$ cat src/rtl/move_pkg.sv
// Shared definitions for the ant move retracer: move codes, FSM states and helpers.
package move_pkg;

  localparam int unsigned MoveWidth = 3;

  localparam logic [MoveWidth-1:0] MvNone = 3'd0;
  localparam logic [MoveWidth-1:0] MvN    = 3'd1;
  localparam logic [MoveWidth-1:0] MvE    = 3'd2;
  localparam logic [MoveWidth-1:0] MvS    = 3'd3;
  localparam logic [MoveWidth-1:0] MvW    = 3'd4;

  typedef enum logic [2:0] {
    StIdle,
    StPop,
    StWait,
    StIssue,
    StDone
  } state_e;

  // Opposite direction; NONE and reserved codes map to NONE.
  function automatic logic [MoveWidth-1:0] inverse_move(input logic [MoveWidth-1:0] m);
    logic [MoveWidth-1:0] r;
    r = MvNone;
    case (m)
      MvN:     r = MvS;
      MvS:     r = MvN;
      MvE:     r = MvW;
      MvW:     r = MvE;
      default: r = MvNone;
    endcase
    return r;
  endfunction

  function automatic logic is_dir(input logic [MoveWidth-1:0] m);
    return (m == MvN) || (m == MvE) || (m == MvS) || (m == MvW);
  endfunction

  // 6-bit counter increment that sticks at 63.
  function automatic logic [5:0] sat_inc6(input logic [5:0] v);
    return (v == 6'd63) ? v : v + 6'd1;
  endfunction

endpackage

$ cat src/rtl/move_inverter.sv
// Combinational move decoder: produces the inverse direction and a valid-direction flag.
module move_inverter
  import move_pkg::*;
(
  input  logic [MoveWidth-1:0] code_i,
  output logic [MoveWidth-1:0] inv_o,
  output logic                 is_dir_o
);

  // Pure lookup through the package helpers.
  always_comb begin
    inv_o    = inverse_move(code_i);
    is_dir_o = is_dir(code_i);
  end

endmodule

$ cat src/rtl/move_retracer.sv
// Pops recorded ant moves, inverts them and hands each inverted step to the position unit.
module move_retracer
  import move_pkg::*;
#(
  parameter int unsigned W       = MoveWidth,
  parameter int unsigned S       = 32,
  parameter int unsigned TIMEOUT = 15
) (
  input  logic         clk,
  input  logic         rst,
  input  logic         start,
  input  logic         abort,
  input  logic         stack_empty,
  output logic         pop,
  input  logic         pop_valid,
  input  logic [W-1:0] pop_move,
  output logic         step_valid,
  input  logic         step_ready,
  output logic [W-1:0] step_dir,
  output logic         busy,
  output logic         done,
  output logic         err,
  output logic [5:0]   steps,
  output logic [5:0]   bad
);

  localparam int unsigned PcW  = $clog2(S + 1);
  localparam int unsigned TmoW = $clog2(TIMEOUT + 1);

  state_e          state_q, state_d;
  logic [PcW-1:0]  pop_cnt_q, pop_cnt_d;
  logic [TmoW-1:0] tmo_q, tmo_d;
  logic [W-1:0]    step_dir_q, step_dir_d;
  logic [5:0]      steps_q, steps_d;
  logic [5:0]      bad_q, bad_d;
  logic            err_q, err_d;
  logic            pop_q, pop_d;
  logic            step_valid_q, step_valid_d;
  logic            busy_q, busy_d;
  logic            done_q, done_d;

  logic [W-1:0]    inv_code;
  logic            code_is_dir;
  state_e          np_state;
  logic            np_err;

  move_inverter u_inverter (
    .code_i   (pop_move),
    .inv_o    (inv_code),
    .is_dir_o (code_is_dir)
  );

  // Shared decision taken after each step or discarded code: stop, stop with error, or pop again.
  always_comb begin
    np_state = StPop;
    np_err   = 1'b0;
    if (stack_empty) begin
      np_state = StDone;
    end else if (pop_cnt_q == PcW'(S)) begin
      np_state = StDone;
      np_err   = 1'b1;
    end
  end

  // Next-state and datapath updates; outputs are decoded from the next state so they register.
  always_comb begin
    state_d    = state_q;
    pop_cnt_d  = pop_cnt_q;
    tmo_d      = tmo_q;
    step_dir_d = step_dir_q;
    steps_d    = steps_q;
    bad_d      = bad_q;
    err_d      = err_q;

    unique case (state_q)
      StIdle: begin
        if (start) begin
          pop_cnt_d = '0;
          steps_d   = '0;
          bad_d     = '0;
          err_d     = 1'b0;
          state_d   = stack_empty ? StDone : StPop;
        end
      end
      StPop: begin
        if (abort) begin
          state_d = StDone;
        end else begin
          pop_cnt_d = pop_cnt_q + PcW'(1);
          tmo_d     = '0;
          state_d   = StWait;
        end
      end
      StWait: begin
        if (abort) begin
          state_d = StDone;
        end else if (pop_valid) begin
          if (code_is_dir) begin
            step_dir_d = inv_code;
            state_d    = StIssue;
          end else begin
            bad_d   = sat_inc6(bad_q);
            err_d   = err_q | np_err;
            state_d = np_state;
          end
        end else if (tmo_q == TmoW'(TIMEOUT - 1)) begin
          err_d   = 1'b1;
          state_d = StDone;
        end else begin
          tmo_d = tmo_q + TmoW'(1);
        end
      end
      StIssue: begin
        if (abort) begin
          state_d = StDone;
        end else if (step_ready) begin
          steps_d = sat_inc6(steps_q);
          err_d   = err_q | np_err;
          state_d = np_state;
        end
      end
      StDone: begin
        state_d = StIdle;
      end
      default: begin
        state_d = StIdle;
      end
    endcase

    pop_d        = (state_d == StPop);
    step_valid_d = (state_d == StIssue);
    busy_d       = (state_d != StIdle);
    done_d       = (state_d == StDone);
  end

  // State and registered outputs.
  always_ff @(posedge clk or posedge rst) begin
    if (rst) begin
      state_q      <= StIdle;
      pop_cnt_q    <= '0;
      tmo_q        <= '0;
      step_dir_q   <= '0;
      steps_q      <= '0;
      bad_q        <= '0;
      err_q        <= 1'b0;
      pop_q        <= 1'b0;
      step_valid_q <= 1'b0;
      busy_q       <= 1'b0;
      done_q       <= 1'b0;
    end else begin
      state_q      <= state_d;
      pop_cnt_q    <= pop_cnt_d;
      tmo_q        <= tmo_d;
      step_dir_q   <= step_dir_d;
      steps_q      <= steps_d;
      bad_q        <= bad_d;
      err_q        <= err_d;
      pop_q        <= pop_d;
      step_valid_q <= step_valid_d;
      busy_q       <= busy_d;
      done_q       <= done_d;
    end
  end

  assign pop        = pop_q;
  assign step_valid = step_valid_q;
  assign step_dir   = step_dir_q;
  assign busy       = busy_q;
  assign done       = done_q;
  assign err        = err_q;
  assign steps      = steps_q;
  assign bad        = bad_q;

endmodule

$ cat config.mk
export PLATFORM = sky130hd
export DESIGN_NAME = move_retracer
export DESIGN_NICKNAME = d
export VERILOG_FILES = /design/src/rtl/move_pkg.sv /design/src/rtl/move_inverter.sv /design/src/rtl/move_retracer.sv
export SDC_FILE = /design/constraint.sdc
export NUM_CORES = 1
export LEC_CHECK = 0
export ABC_CLOCK_PERIOD_IN_PS = 4600
export CORE_MARGIN = 5
export CORE_UTILIZATION = 35
export DETAILED_ROUTE_END_ITERATION = 10
export PLACE_DENSITY = 0.67
export REMOVE_ABC_BUFFERS = 1
export SYNTH_ARGS = -nofsm -noshare
export SYNTH_HDL_FRONTEND = slang
export SYNTH_SLANG_ARGS = --single-unit
$ cat constraint.sdc
create_clock -name clk -period 4.6 [get_ports clk]
set_clock_uncertainty 0.1 [all_clocks]
set_input_delay 0.92 -clock clk [delete_from_list [all_inputs] [get_ports clk]]
set_output_delay 0.92 -clock clk [all_outputs]
set_load 0.02 [all_outputs]
# Yosys cells after proc, flatten, opt, wreduce, memory -nomap -nowiden
# Cells that the tools add are included.
# totals
register_bits	33
input_bits	10
out_inout_bits	20
word_cells	100
# classes
addsub	4
n_eq_ne	27
mux	40
bitwise	2
n_reduce_logical	16
# op_table
operator	n
6-bit two-way mux	9
6-bit one-hot mux with 2 select lines	3
3-bit two-way mux	11
3-bit one-hot mux with 4 select lines	2
2-bit != test, second input constant	11
6-bit by 1-bit adder with 6-bit output, second input constant	3
6-bit == test, second input constant	3
4-bit two-way mux	4
3-bit by 2-bit == test with 1-bit output, second input constant	5
5-bit AND reduction	2
3-bit by 1-bit == test with 1-bit output, second input constant	3
1-bit two-way mux	9
4-bit one-hot mux with 2 select lines	1
2-bit nonzero test	4
7-bit AND reduction	1
3-bit == test, second input constant	2
3-bit != test, second input constant	2
6-bit AND reduction	1
3-bit nonzero test	2
4-bit by 1-bit adder with 4-bit output, second input constant	1
4-bit == test, second input constant	1
4-bit AND reduction	1
3-bit zero test	1
1-bit logical OR	3
4 further kinds	4

# Depth between registers and ports, before layout
# depth
word_depth	9
depth_mapped	7
ltp_nobuf	7

# Modules after synthesis
# From an unflattened synthesis, not the netlist that was laid out.
# unflattened
hier_cells	191
area_unflattened_um2	1858.0
# by_module_without_submodules
module	n_inst	cells_per_inst	area_each_um2	seq_area_each_um2
move_retracer	1	185	1816.7	825.8
move_inverter	1	6	41.3	0.0

# Worst setup path before layout
# Ideal clock, no wire load.
# synth_timing
path_kind	input to register
startpoint	input port pop_move[2]
endpoint	register busy_q, in the netlist busy
setup_ns	0.136
arrival_ns	1.930
required_time_ns	4.364
setup_slack_ns	2.434
stages	5
n_path_buf	1
cell_sequence	buf_2 xnor2_2 o21ai_0 a311o_1 nand3b_1
# synth_via
elab_chain_cells	9
word_cells_on_any_way	12
cone_classes	eq/ne: 4; mux: 4; reduce/logical: 4
# synth_rtl
element	line_no	source
start, declared	move_retracer.sv:16	input logic [W-1:0] pop_move,
3-bit by 1-bit == test with 1-bit output or 3-bit by 2-bit == test with 1-bit output (tied branches)	move_pkg.sv:35	return (m == MvN) || (m == MvE) || (m == MvS) || (m == MvW);
1-bit logical OR (2 in series)	move_pkg.sv:35	
1-bit logical OR (*)	move_pkg.sv:35	
3-bit two-way mux (*)	move_retracer.sv:98	if (code_is_dir) begin
3-bit two-way mux (*)	move_retracer.sv:97	end else if (pop_valid) begin
3-bit two-way mux (*)	move_retracer.sv:95	if (abort) begin
3-bit one-hot mux with 4 select lines (*)	move_retracer.sv:75	unique case (state_q)
via state_d[2]	move_retracer.sv:30	state_e state_q, state_d;
3-bit nonzero test (*)	move_retracer.sv:132	busy_d = (state_d != StIdle);
via busy_d	move_retracer.sv:39	logic busy_q, busy_d;
end signal, assigned	move_retracer.sv:160	busy_q <= busy_d;
end, declared	move_retracer.sv:39	
# Mark *: on every way through the listed nets, which the timed path passes. The rest lies on a longest branch.
# A chain may end at the register's enable or synchronous reset.

# Worst setup path after layout
# layout_timing
startpoint	input port pop_move[1]
endpoint	register pop_q, in the netlist pop
# layout_via
elab_chain_cells	9
word_cells_on_any_way	12
cone_classes	eq/ne: 5; mux: 4; reduce/logical: 3
# layout_rtl
element	line_no	source
3-bit by 1-bit == test with 1-bit output or 3-bit by 2-bit == test with 1-bit output (tied branches)	move_pkg.sv:35	
1-bit logical OR (2 in series)	move_pkg.sv:35	
1-bit logical OR (*)	move_pkg.sv:35	
3-bit two-way mux (*)	move_retracer.sv:98	
3-bit two-way mux (*)	move_retracer.sv:97	
3-bit two-way mux (*)	move_retracer.sv:95	
3-bit one-hot mux with 4 select lines (*)	move_retracer.sv:75	
3-bit by 1-bit == test with 1-bit output (*)	move_retracer.sv:130	pop_d = (state_d == StPop);
via pop_d	move_retracer.sv:37	logic pop_q, pop_d;
end signal, assigned	move_retracer.sv:158	pop_q <= pop_d;
end, declared	move_retracer.sv:37	
# Marks and branches as above.

==> results.cfg <==
[routing]
drc_errors = 0
dr.pass1.iters = 4
drt-wirelength-per-cell_um = 12.7
first_iter_violations = 42
postRouteAntennaNets = 0
drt-total-wl_um = 3650
vias = 1410
vias_per_cell = 4.90

[hold_path]
hp-class = register to register

[sta]
timing.final.ws_setup_ns = 1.99
fmax_ghz = 0.383
worst_pin_slew_ns = 0.616
drv_slew = 0
finalCritPeriodShare_pct = 56.8
finalHoldViolations = 0
finalSetupTns_ns = 0
worst_hold_slack_ns = 0.396
timing.final.crit_period_ns = 2.61
finalSetupViolCount = 0
rsz0062_at_grt = false
relSlewSlack_pct = 58.9

[clock_tree]
h-tree-depth = 2
cts.clk_slew.worst_paths_ns = 0.07
clk_path_buf_depth = 2
cts_tree = done
clockRootBuffer = clkbuf_8
postCtsResizedCells = 0
numCtsBuffers = 5
worstSkewPairLatency_ns = 0.28
cts.sinks = 33
cts_hold_buf = 0
postCtsSetupRepairBufs = 0

[setup_path]
crit_chain = clkdlybuf4s50_1 -> nor2_1 -> xor2_1 -> a21oi_1 -> o31ai_1 -> nor2b_1
path_delay_family = compound AO/OA/AOI/OAI gates
worstSetupPathType = input pin to register
arrival_ns = 2.72
slowest_delay_ns = 0.48
cp-end-kind = register
start_kind = input pin
path_buf_inv = 1
critical_path.max_fanout = 4
cp_data_required_time_ns = 4.71
r2r_setup_slack_ns = 2.61
cp_slowest_cell = clkdlybuf4s50_1

[place]
hpwl_um = 2830
gp_congestion = 0.808
dpl_worst_slack_ns = 1.66
place_area_um2 = 2190
io_buffers = 29

[logic_synthesis]
synth_top_cells_by_count = dfrtp_1, nor2_1, nand2_1
synth_cells = 186
synthArstFlopShare_pct = 100
synth.avg_cell_area_um2 = 9.86
synth-seq-area-share_pct = 45.0
synth-edff-count = 0
synth_top_area_share_pct = 45.0
syn_area_um2 = 1830
ys_types = 47
yosysWarnings = 0
yosysMostFrequentCell = dfrtp_1
yosys_register_bits = 33
yosysTopAreaCell = dfrtp_1
synth_area_leaders = dfrtp_1, xnor2_1, ha_1, nor2_1, nand2_1
ys.flop_type = dfrtp_1

[layout]
final_area_um2 = 2270
diodes = 0
fin_nets = 233
area_growth_pct = 24.0
drive_above_1_share_pct = 10.1

[pwr]
p_comb_share_pct = 20.7
vdd_drop_max_uv = 116
powerDensity_nw_per_um2 = 304
p_sw_uw = 211
p_int_uw = 482
swShare_pct = 30.4
pwr-share-clk_pct = 30.0
power_frac_seq_pct = 49.4
p_leak_nw = 0.935

[global_routing]
grt_pass1_wl_um = 6130
grt_max_degree = 34
grt.overflow.total = 0
grt.total_usage_pct = 11.9
antenna_found_initial = 0
first_global_vias = 1303

[status]
outcome = completed

[floorplanning]
row_count = 26
start_util_pct = 35.9
dieArea_um2 = 6790
chipHeight_um = 82.4
die_x_um = 82.4
core_um2 = 5110
pin_count = 30

[run]
drv_cap = 0
[area by class of cell]
class                   instances  area (um^2)
clock buffers                   6         72.6
clock inverters                 2         10.0
fillers                       507         2830
inverters                      11         41.3
multi-input cells             135          932
flip-flops and latches         33          826
well taps                      70         87.6
repair buffers                 31          305
[layer usage]
metal  routed length, um  share of wire (%)  GRT usage, %  up-vias
li1                    -                  -             -      721
met1                1750                 48          15.9      666
met2                1730                 47          18.5       18
met3                 131                3.6          3.58        5
met4                  42                1.2          3.49        0
met5                   0                  0             0        -
[worst min-delay path, delay by kind of cell, from the launching register on]
family / cells / cell delay, ns
flops: 1 / 0.36
simple gates: 1 / 0.05
compound gates: 1 / 0.06
[metrics by stage]
stage | instances | power (mW) | util, %
floorplan | 179 | 0.431 | -
global placement | 280 | 0.491 | 42.9
detailed placement | 280 | 0.494 | 42.9
CTS | 288 | 0.705 | 44.5
global route | 288 | 0.740 | 44.5
finish | 288 | 0.693 | 44.5
[worst paths after layout]
path	cells after the start	end	startpoint
max in group asynchronous	3	step_dir[2]	rst
hold / removal	2	err	err
hold reg to reg	2	err	err
setup reg to reg	5	step_dir[2]	state_q[1]
setup / recovery	6	pop	pop_move[1]
min in group asynchronous	3	steps[4]	rst
[cells by family (layout without fill, tap and decap cells)]
| kind of cell | after synthesis | after routing | share of synthesized area (%) |
|---|---|---|---|
| AOI/OAI and AO/OA | 34 | 34 | 12.8 |
| adders and majority gates | 6 | 6 | 4.09 |
| xor gates and xnor gates | 16 | 16 | 8.05 |
| buffers and inverters | 18 | 50 | 4.50 |
| muxes | 3 | 3 | 1.71 |
| and+or+nand+nor | 76 | 76 | 23.9 |
| DFF | 33 | 33 | 45.0 |
[power by group through the flow]
| stage | clock network, mW | logic (mW) | registers (mW) |
|---|---|---|---|
| final | 0.208 | 0.143 | 0.342 |
| after global routing | 0.230 | 0.162 | 0.348 |
| after CTS | 0.216 | 0.146 | 0.342 |
| after detailed placement | 0 | 0.146 | 0.348 |
| after floorplan | 0 | 0.0797 | 0.352 |
| after global placement | 0 | 0.144 | 0.347 |
[state kept, by name (all words and copies together) (netlist names)]
register    cells
bad             6
err             1
step_valid      1
steps           6
busy            1
pop             1
tmo_q           4
pop_cnt_q       6
state_q         3
done            1
step_dir        3
[cell usage in the layout (no fill, tap or decap), drive strengths merged, types with 2 or more instances in the layout]
master / Yosys / final
clkinv: 0 / 2
nand2: 16 / 16
o2111ai: 2 / 2
a311o: 2 / 2
nand3b: 2 / 2
o22ai: 2 / 2
nor2: 23 / 23
nand4: 3 / 3
a21oi: 6 / 6
or3b: 2 / 2
mux2i: 2 / 2
ha: 6 / 6
inv: 11 / 11
o41ai: 2 / 2
nor4b: 4 / 4
xor2: 6 / 6
nand2b: 3 / 3
dfrtp: 33 / 33
nand3: 9 / 9
buf: 5 / 2
o21ai: 10 / 10
clkbuf: 2 / 6
xnor2: 10 / 10
clkdlybuf4s50: 0 / 29
nor3b: 3 / 3
nor3: 7 / 7
o31ai: 3 / 3
(Power assumes the default switching activity.)
